$ cat src/rtl/run_ctrl.sv
// run_ctrl: program-run controller for the instruction-fetch PC.
//
// Owns the start/done handshake with the bench, resolves conditional relative
// branches into PC controls, gates architectural writes outside a run, counts
// RUN cycles and taken branches, and stops a runaway program with a timeout.
//
// Parameters:
//   CW       width of the cycle and branch counters
//   TIMEOUT  maximum RUN cycles before a forced stop (1 <= TIMEOUT < 2**CW)
//
// Ports:
//   clk_i            system clock, rising edge
//   rst_i            asynchronous active-high reset
//   start_i          run request (level)
//   halt_i           decoder: current instruction is halt
//   br_valid_i       decoder: current instruction is a relative branch
//   br_cond_i        00 always, 01 if Z, 10 if !Z, 11 if N
//   br_dir_i         1 = forward, 0 = backward
//   br_offset_i      unsigned branch magnitude
//   flag_z_i         registered ALU zero flag
//   flag_n_i         registered ALU negative flag
//   branch_rel_en_o  take the relative jump this cycle
//   target_o         branch magnitude to PC
//   forward_o        jump direction to PC
//   wr_en_o          global write enable for register file / data memory
//   done_o           program finished (halt or timeout), registered
//   timeout_o        program stopped by the cycle limit, registered
//   cycle_count_o    RUN cycles completed in the current or last run
//   branch_count_o   taken branches in the current or last run
module run_ctrl #(
  parameter int unsigned CW      = 16,
  parameter int unsigned TIMEOUT = 4096
) (
  input  logic          clk_i,
  input  logic          rst_i,
  input  logic          start_i,
  input  logic          halt_i,
  input  logic          br_valid_i,
  input  logic [1:0]    br_cond_i,
  input  logic          br_dir_i,
  input  logic [7:0]    br_offset_i,
  input  logic          flag_z_i,
  input  logic          flag_n_i,
  output logic          branch_rel_en_o,
  output logic [7:0]    target_o,
  output logic          forward_o,
  output logic          wr_en_o,
  output logic          done_o,
  output logic          timeout_o,
  output logic [CW-1:0] cycle_count_o,
  output logic [CW-1:0] branch_count_o
);

  typedef enum logic [1:0] {StIdle, StArmed, StRun, StDone} state_e;

  // Value of the cycle counter during the last permitted RUN cycle.
  localparam logic [CW-1:0] CycleLast = CW'(TIMEOUT - 1);

  state_e        state_q, state_d;
  logic          done_q, done_d;
  logic          timeout_q, timeout_d;
  logic [CW-1:0] cycle_q, cycle_d;
  logic [CW-1:0] branch_q, branch_d;

  logic in_run;
  logic cond_met;
  logic taken;

  assign in_run = (state_q == StRun);

  always_comb begin
    cond_met = 1'b0;
    unique case (br_cond_i)
      2'b00:   cond_met = 1'b1;
      2'b01:   cond_met = flag_z_i;
      2'b10:   cond_met = ~flag_z_i;
      2'b11:   cond_met = flag_n_i;
      default: cond_met = 1'b0;
    endcase
  end

  // Halt suppresses any branch decoded in the same cycle.
  assign taken = in_run & br_valid_i & ~halt_i & cond_met;

  assign branch_rel_en_o = taken;
  assign target_o        = br_offset_i;
  assign forward_o       = br_dir_i;
  assign wr_en_o         = in_run & ~halt_i & ~start_i;
  assign done_o          = done_q;
  assign timeout_o       = timeout_q;
  assign cycle_count_o   = cycle_q;
  assign branch_count_o  = branch_q;

  always_comb begin
    state_d   = state_q;
    done_d    = done_q;
    timeout_d = timeout_q;
    cycle_d   = cycle_q;
    branch_d  = branch_q;

    unique case (state_q)
      StIdle: begin
        if (start_i) state_d = StArmed;
      end
      StArmed: begin
        // The PC holds while start is high; run begins once it falls.
        if (!start_i) state_d = StRun;
      end
      StRun: begin
        if (start_i) begin
          state_d = StArmed;
        end else begin
          cycle_d = cycle_q + 1'b1;
          if (taken && (branch_q != '1)) branch_d = branch_q + 1'b1;
          if (halt_i) begin
            state_d   = StDone;
            done_d    = 1'b1;
            timeout_d = 1'b0;
          end else if (cycle_q == CycleLast) begin
            state_d   = StDone;
            done_d    = 1'b1;
            timeout_d = 1'b1;
          end
        end
      end
      StDone: begin
        if (start_i) state_d = StArmed;
      end
      default: state_d = StIdle;
    endcase

    // Arming always starts from a clean slate; in ARMED these are already clear.
    if (state_d == StArmed) begin
      done_d    = 1'b0;
      timeout_d = 1'b0;
      cycle_d   = '0;
      branch_d  = '0;
    end
  end

  always_ff @(posedge clk_i or posedge rst_i) begin
    if (rst_i) begin
      state_q   <= StIdle;
      done_q    <= 1'b0;
      timeout_q <= 1'b0;
      cycle_q   <= '0;
      branch_q  <= '0;
    end else begin
      state_q   <= state_d;
      done_q    <= done_d;
      timeout_q <= timeout_d;
      cycle_q   <= cycle_d;
      branch_q  <= branch_d;
    end
  end

endmodule

$ cat config.mk
export PLATFORM = sky130hd
export DESIGN_NAME = run_ctrl
export DESIGN_NICKNAME = d
export VERILOG_FILES = /design/src/rtl/run_ctrl.sv
export SDC_FILE = /design/constraint.sdc
export NUM_CORES = 1
export LEC_CHECK = 0
export CORE_UTILIZATION = 50
export DETAILED_ROUTE_END_ITERATION = 8
export PLACE_DENSITY = 0.91
export SLEW_MARGIN = 15
export SYNTH_ARGS = -nofsm -noshare
export SYNTH_HDL_FRONTEND = slang
export SYNTH_SLANG_ARGS = --single-unit
$ cat constraint.sdc
create_clock -name clk_i -period 4.8 [get_ports clk_i]
set_clock_uncertainty 0.2 [all_clocks]
set_input_delay 1.2 -clock clk_i [delete_from_list [all_inputs] [get_ports clk_i]]
set_output_delay 1.2 -clock clk_i [all_outputs]
set_load 0.05 [all_outputs]
==> results of run 1 <==
worst max path at each step:
| stage | cells after the start | slack, ps | startpoint | end |
|---|---|---|---|---|
| after floorplan | 3 | 1250 | start_i | wr_en_o |
| after global placement | 4 | 510 | flag_z_i | branch_rel_en_o |
| after detailed placement | 4 | 470 | flag_z_i | branch_rel_en_o |
| after CTS | 4 | 470 | flag_z_i | branch_rel_en_o |
| after global routing | 4 | 440 | flag_z_i | branch_rel_en_o |
| final | 4 | 470 | flag_z_i | branch_rel_en_o |
cells by family after synthesis:
family	count (synthesis)
AND/OR/NAND/NOR	100
flip-flops	36
XOR/XNOR	26
AO/OA/AOI/OAI	24
buffers and inverters	22
adder cells (fa/ha/maj)	4
multiplexers	2
registers in the layout (all words and copies together) (netlist names):
name,cells
state_q,2
branch_count_o,16
timeout_o,1
done_o,1
cycle_count_o,16
synthesized netlist by cell type (all sizes together), types with 2 or more instances:
master	count
or3	3
inv	7
nand4	5
and4	3
nand3	10
dfrtp	36
nor3	3
nor2	36
xor2	10
and3	5
a21oi	8
a211oi	3
clkbuf	3
or4	3
and2	2
o21ai	7
xnor2	16
ha	4
buf	12
nand2	13
mux2i	2
or2	2
nor4	10
layout make-up:
type | instances | area share [%]
timing repair buffer | 47 | 18.64
multi-input combinational | 156 | 38.91
inverter | 7 | 1.036
sequential | 36 | 35.50
clock buffer | 8 | 3.550
tap | 48 | 2.367
per-layer routing:
layer | up-vias | share of wire [%]
li1 | 821 | -
met1 | 812 | 44
met2 | 48 | 50
met3 | 5 | 5.4
met4 | 0 | 1.0
met5 | - | 0
stage by stage:
stage | area [um^2] | utilization, %
final | 2537 | 67.29
after global routing | 2537 | 67.29
after CTS | 2537 | 67.29
after detailed placement | 2447 | 64.90
after global placement | 2447 | 64.90
after floorplan | 2027 | -
worst reg2reg max path, cell delays in order (launching register included):
cell       delay [ps]
dfrtp_1           400
inv_1              70
ha_1              260
and2b_1           400
o2111ai_1         370
or4_4             670
or3_1             380
a21oi_2           130
power by group through the flow:
stage | Sequential [mW] | Combinational, mW | Clock (mW)
CTS | 0.341 | 0.275 | 0.225
global placement | 0.345 | 0.271 | 0
finish | 0.341 | 0.272 | 0.221
global route | 0.344 | 0.295 | 0.244
detailed placement | 0.346 | 0.274 | 0
floorplan | 0.387 | 0.193 | 0
placed cells by master, fill, tap and decap left out, types with 2 or more instances in the layout:
| cell type | count |
|---|---|
| clkdlybuf4s50_1 | 43 |
| and3_1 | 5 |
| xor2_1 | 10 |
| and2_1 | 2 |
| nand3_1 | 10 |
| a211oi_1 | 2 |
| nand4_1 | 4 |
| mux2i_1 | 2 |
| a21oi_1 | 7 |
| ha_1 | 4 |
| clkbuf_8 | 6 |
| buf_4 | 3 |
| nor3_1 | 3 |
| and4_1 | 2 |
| nor4_1 | 10 |
| dfrtp_1 | 36 |
| xnor2_1 | 16 |
| nand2_1 | 13 |
| nor2_1 | 35 |
| or3_1 | 3 |
| o21ai_0 | 7 |
| inv_1 | 7 |
| clkbuf_1 | 2 |
==> out/results.txt, run 1 <==
Arr. time, crit path: 2930 ps
Post-DRT Antenna Nets: 0
Reg power frac: 40.8%
Final min period: 4331 ps
initial antenna violation count: 0
proportion of synthesized area in mux cells: 0.9877%
Initial Util: 53.75%
share of the synthesized area in the top cell type: 44.44%
compound-gate portion of the synthesized area: 8.148%
die extent in y: 65.67 um
grt total ovfl: 0
number of distinct library cells after synthesis: 43
share of layout cells above drive strength 1: 7.480%
I/O pin cnt: 63
Ant. Diodes: 0
Crit Path Class: primary input to primary output
ys async rst share: 100.0%
top cells by area, synth: dfrtp_1 (44%), xnor2_1 (6.9%), nor2_1 (6.5%), xor2_1 (4.3%), buf_4 (3.3%)
Clk pin slew, worst setup/hold paths: 70 ps
worst hold path class: flop to flop
Reg area: 900.9 um^2
Most Used Layer, Global Route: met2
DP Worst Slack: 471.7 ps
Mapped Cells: 214
Avg Inst Size Synth: 9.472 um^2
Power, Total: 0.8341 mW
Leak: 1.059 nW
Clk network pwr share: 26.6%
Hold Slack: 319.4 ps
leading area contributor after synthesis: dfrtp_1
filler cell count: 294
slowest stage cell, crit path: clkdlybuf4s50_1
TritonCTS Buffers: 5
Synth Area in XOR/XNOR: 11.23%
max_cap viols: 0
WL final: 4078 um
Gate power share: 32.6%
CP max FO: 2
status: finished, final reports clean
Port Buffers: 44
Avg Vias per Cell: 5.583
reg2reg start: state_q[0]
GR met2 Demand/Resource: 34.69%
min-delay src: done_o
H-tree depth: 2
met3 usage: 3.993%
CP startpoint kind: primary input
post-route clock period utilization: 90.23%
First-pass DRT Iterations: 4
DR vias: 1,686
full die area: 0.004313 mm^2
capture point of the worst reg-to-reg path: branch_count_o[15]
Core Area: 0.003771 mm^2
hold bufs inserted after CTS: 0
final hold vios: 0
Least-Margin Pin Slew: 988.9 ps
RSZ-0062 raised after global routing: no
Slew headroom: 33.47%
# placed instances: 294
sequential share of the synthesized area: 44.44%
Worst-Skew Late Latency: 280 ps
Register-to-Register Setup Slack: 1850 ps
Worst Hold End: done_o
cts repair resizes: 0
CTS tree: yes
# nets final: 275
Pwr Density: 328.7 mW/mm^2
Hold Path Depth: 2
Worst Path Required: 3400 ps
# setup viols final: 0
P_sw: 0.2998 mW
Clock Sinks: 36
Post-Layout Cell Count: 302
M1 GR Usage: 28.65%
Max Freq: 0.2309 GHz
DRC violations left: 0
main combinational cell family by area after synthesis: simple AND/OR/NAND/NOR gates
Setup TNS: 0 ps
internal power: 0.5343 mW
Post-synth EDFFs: 0
dominant synthesized flop cell: dfrtp_1
drt wl/cell: 13.50 um
Top cell by count, worst path: clkdlybuf4s50_1
pin count of the biggest net entering global routing: 37
switch share: 35.94%
die outline width: 65.67 um
multi-input logic area: 987.2 um^2
Slew Limit Fails: 0
row cnt: 22
DP HPWL: 2998 um
cells along the critical path: clkdlybuf4s50_1 -> mux2i_1 -> o2111a_1 -> clkdlybuf4s50_1
Crit path buffers/inverters: 2
Iter 0 DRT Violations: 90
CTS max path bufs: 2
Crit path max-delay family: buffers and inverters
first-pass GRT wire length: 7079 um
slowest stage delay, CP: 790 ps
Yosys reg bits: 36
GP Congestion: 0.8783
post-synthesis simple-gate area fraction: 25.86%
Post-CTS Setup Inserts: 0
Syn-to-layout area delta: 25.19%
Worst Reg-to-Reg Cells: 7
final worst slack: 468.9 ps
root buf cell: clkbuf_8
CP endpoint kind: primary output
Total GRT Usage: 21.51%
Syn Nets: 236
yosys warns: 0
vias in the first global route: 1,528
Synth Area in Adders: 2.469%
maximum VDD drop: 0.2510 mV
Post-Syn Area: 0.002027 mm^2
(Power assumes the default switching activity.)
==> run 2, diff against run 1 <==
Settings changed: GPL_TIMING_DRIVEN from default to 0.
==> run 2 against run 1 <==
Effect of this change:
- largest power group unchanged
- via count rose by 4.2%
- setup slack got worse by 210 ps
- critical endpoint is now wr_en_o
- total power rose by 4.1%
- combinational power rose by 19%
- utilization rose by 4.1 points
- die area did not move
- critical path depth did not move
- non-clock buffer count rose by 20
- sequential share of layout area fell by 2.0 points
- clock-buffer cell count fell by 2
- maximum frequency fell by 4.7%
- cell area rose by 6.1%
==> out/results.txt, run 2 (synthesis results as in run 1) <==
status: finished, final reports clean
Max Freq: 0.2201 GHz (-4.7%)
placed instance area: 0.002618 mm^2 (+7.0%)
Final Util: 71.37% (+4.1 points)
initial antenna violation count: 0 (unchanged)
die extent in y: 65.67 um (unchanged)
Setup TNS: 0 ps (unchanged)
H-tree depth: 2 (unchanged)
Least-Margin Pin Slew: 964.2 ps (-24.72 ps)
Ant. Diodes: 0 (unchanged)
Power, Total: 0.8685 mW (+4.1%)
Core Area: 0.003771 mm^2 (unchanged)
CTS max path bufs: 2 (unchanged)
slowest stage cell, crit path: clkdlybuf4s50_1
Slew headroom: 35.13% (+1.7 points)
final hold vios: 0 (unchanged)
CP endpoint kind: primary output
pin count of the biggest net entering global routing: 37 (unchanged)
Syn-to-layout area delta: 32.78%
RSZ-0062 raised after global routing: no
DP Worst Slack: 73.26 ps (-398.4 ps)
Total GRT Usage: 23.28% (+1.8 points)
worst hold path class: flop to flop
I/O pin cnt: 63 (unchanged)
Final min period: 4544 ps (+213.1 ps)
most frequent cells in the layout: clkdlybuf4s50_1 (53), dfrtp_1 (36), nor2_1 (35), xnor2_1 (16), nand2_1 (13)
Clk pin slew, worst setup/hold paths: 70 ps (about the same)
Arr. time, crit path: 3140 ps (+210 ps)
drt wl/cell: 14.51 um (+7.5%)
CTS tree: yes
DR vias: 1,757 (+4.2%)
first-pass GRT wire length: 7493 um (+5.8%)
GP Congestion: 0.8715 (-0.77%)
maximum VDD drop: 0.3059 mV (+22%)
DRC violations left: 0 (unchanged)
max_cap viols: 0 (unchanged)
root buf cell: clkbuf_8
Slew Limit Fails: 0 (unchanged)
share of layout cells above drive strength 1: 10.26% (+2.8 points)
First-pass DRT Iterations: 4 (unchanged)
die outline width: 65.67 um (unchanged)
Initial Util: 53.75% (unchanged)
CP startpoint kind: primary input
Worst-Skew Late Latency: 290 ps (about the same)
grt total ovfl: 0 (unchanged)
CP max FO: 11 (+9)
Port Buffers: 53 (+20%)
# nets final: 295 (+7.3%)
# setup viols final: 0 (unchanged)
post-route clock period utilization: 94.67% (+4.4 points)
Worst Reg-to-Reg Cells: 7 (unchanged)
cells along the critical path: clkdlybuf4s50_1 -> and2b_1 -> and2_1 -> clkdlybuf4s50_1
row cnt: 22 (unchanged)
Post-CTS Setup Inserts: 0 (unchanged)
vias in the first global route: 1,666 (+9.0%)
Worst Path Required: 3400 ps (about the same)
DP HPWL: 3349 um (+12%)
WL final: 4658 um (+14%)
Leak: 1.133 nW (+7.0%)
cts repair resizes: 0 (unchanged)
Clock Sinks: 36 (unchanged)
Post-DRT Antenna Nets: 0 (unchanged)
TritonCTS Buffers: 5 (unchanged)
leading cell type in the layout, fill and taps excluded: clkdlybuf4s50_1
slowest stage delay, CP: 800 ps (about the same)
Hold Path Depth: 2 (unchanged)
Crit Path Class: primary input to primary output
Final Instance Area: 0.002691 mm^2 (+6.1%)
Iter 0 DRT Violations: 80 (-11%)
Avg Vias per Cell: 5.474 (-2.0%)
Pwr Density: 322.7 mW/mm^2 (-1.8%)
Top cell by count, worst path: clkdlybuf4s50_1
final worst slack: 255.8 ps (-213.1 ps)
full die area: 0.004313 mm^2 (unchanged)
==> run 2: area by class of cell <==
class,instances,area [um^2]
multi-input cells,156,987.2
well taps,48,60.06
clock buffers,6,72.57
flip-flops and latches,36,900.9
inverters,7,26.28
fillers,314,1080
plain buffers,14,108.9
repair buffers,53,530.5
clock inverters,1,5.005
==> run 2: per-stage QoR <==
stage                     cells  hold slack [ps]
final                       321            329.2
after CTS                   322            335.6
after global placement      315            309.9
after floorplan             214            387.4
after global routing        321            360.4
after detailed placement    315            312.1
==> run 2: report_power, final <==
part / switching (mW) / leakage, nW / internal [mW]
Combinational: 0.208 / 0.593 / 0.116
Clock: 0.104 / 0.0410 / 0.0986
Sequential: 0.0187 / 0.500 / 0.323
Total: 0.331 / 1.13 / 0.537
==> run 2: timing repair <==
item / in CTS / in global routing
setup endpoints to repair: 0 / 1
hold buffers: 0 / 0
endpoints found under the hold margin: 0 / 0
==> run 2: per-layer routing <==
layer,track usage (%),share of wire (%)
met2,39.80,51
met5,0,0
met3,7.118,5.4
met4,6.793,1.4
met1,27.84,43
==> run 2: critical path, delay by kind of cell <==
kind | cells | cell delay (ps)
and+or+nand+nor | 2 | 650
buffers and inverters | 2 | 1290
==> run 2: path summary, 6_finish.rpt <==
check                                start            endpoint  slack, ps
worst max-delay path               start_i             wr_en_o        260
worst min-delay path                done_o              done_o        330
worst max register to register  state_q[0]  branch_count_o[15]       1820
worst min register to register      done_o              done_o        330
max in group asynchronous            rst_i   branch_count_o[5]       2780
min in group asynchronous            rst_i   branch_count_o[7]       1150
==> run 3, diff against run 2 <==
Settings changed: CTS_CLUSTER_SIZE from default to 10.
==> results of run 3 <==
No change in the layout: final DEF, timing and power equal those of run 2.
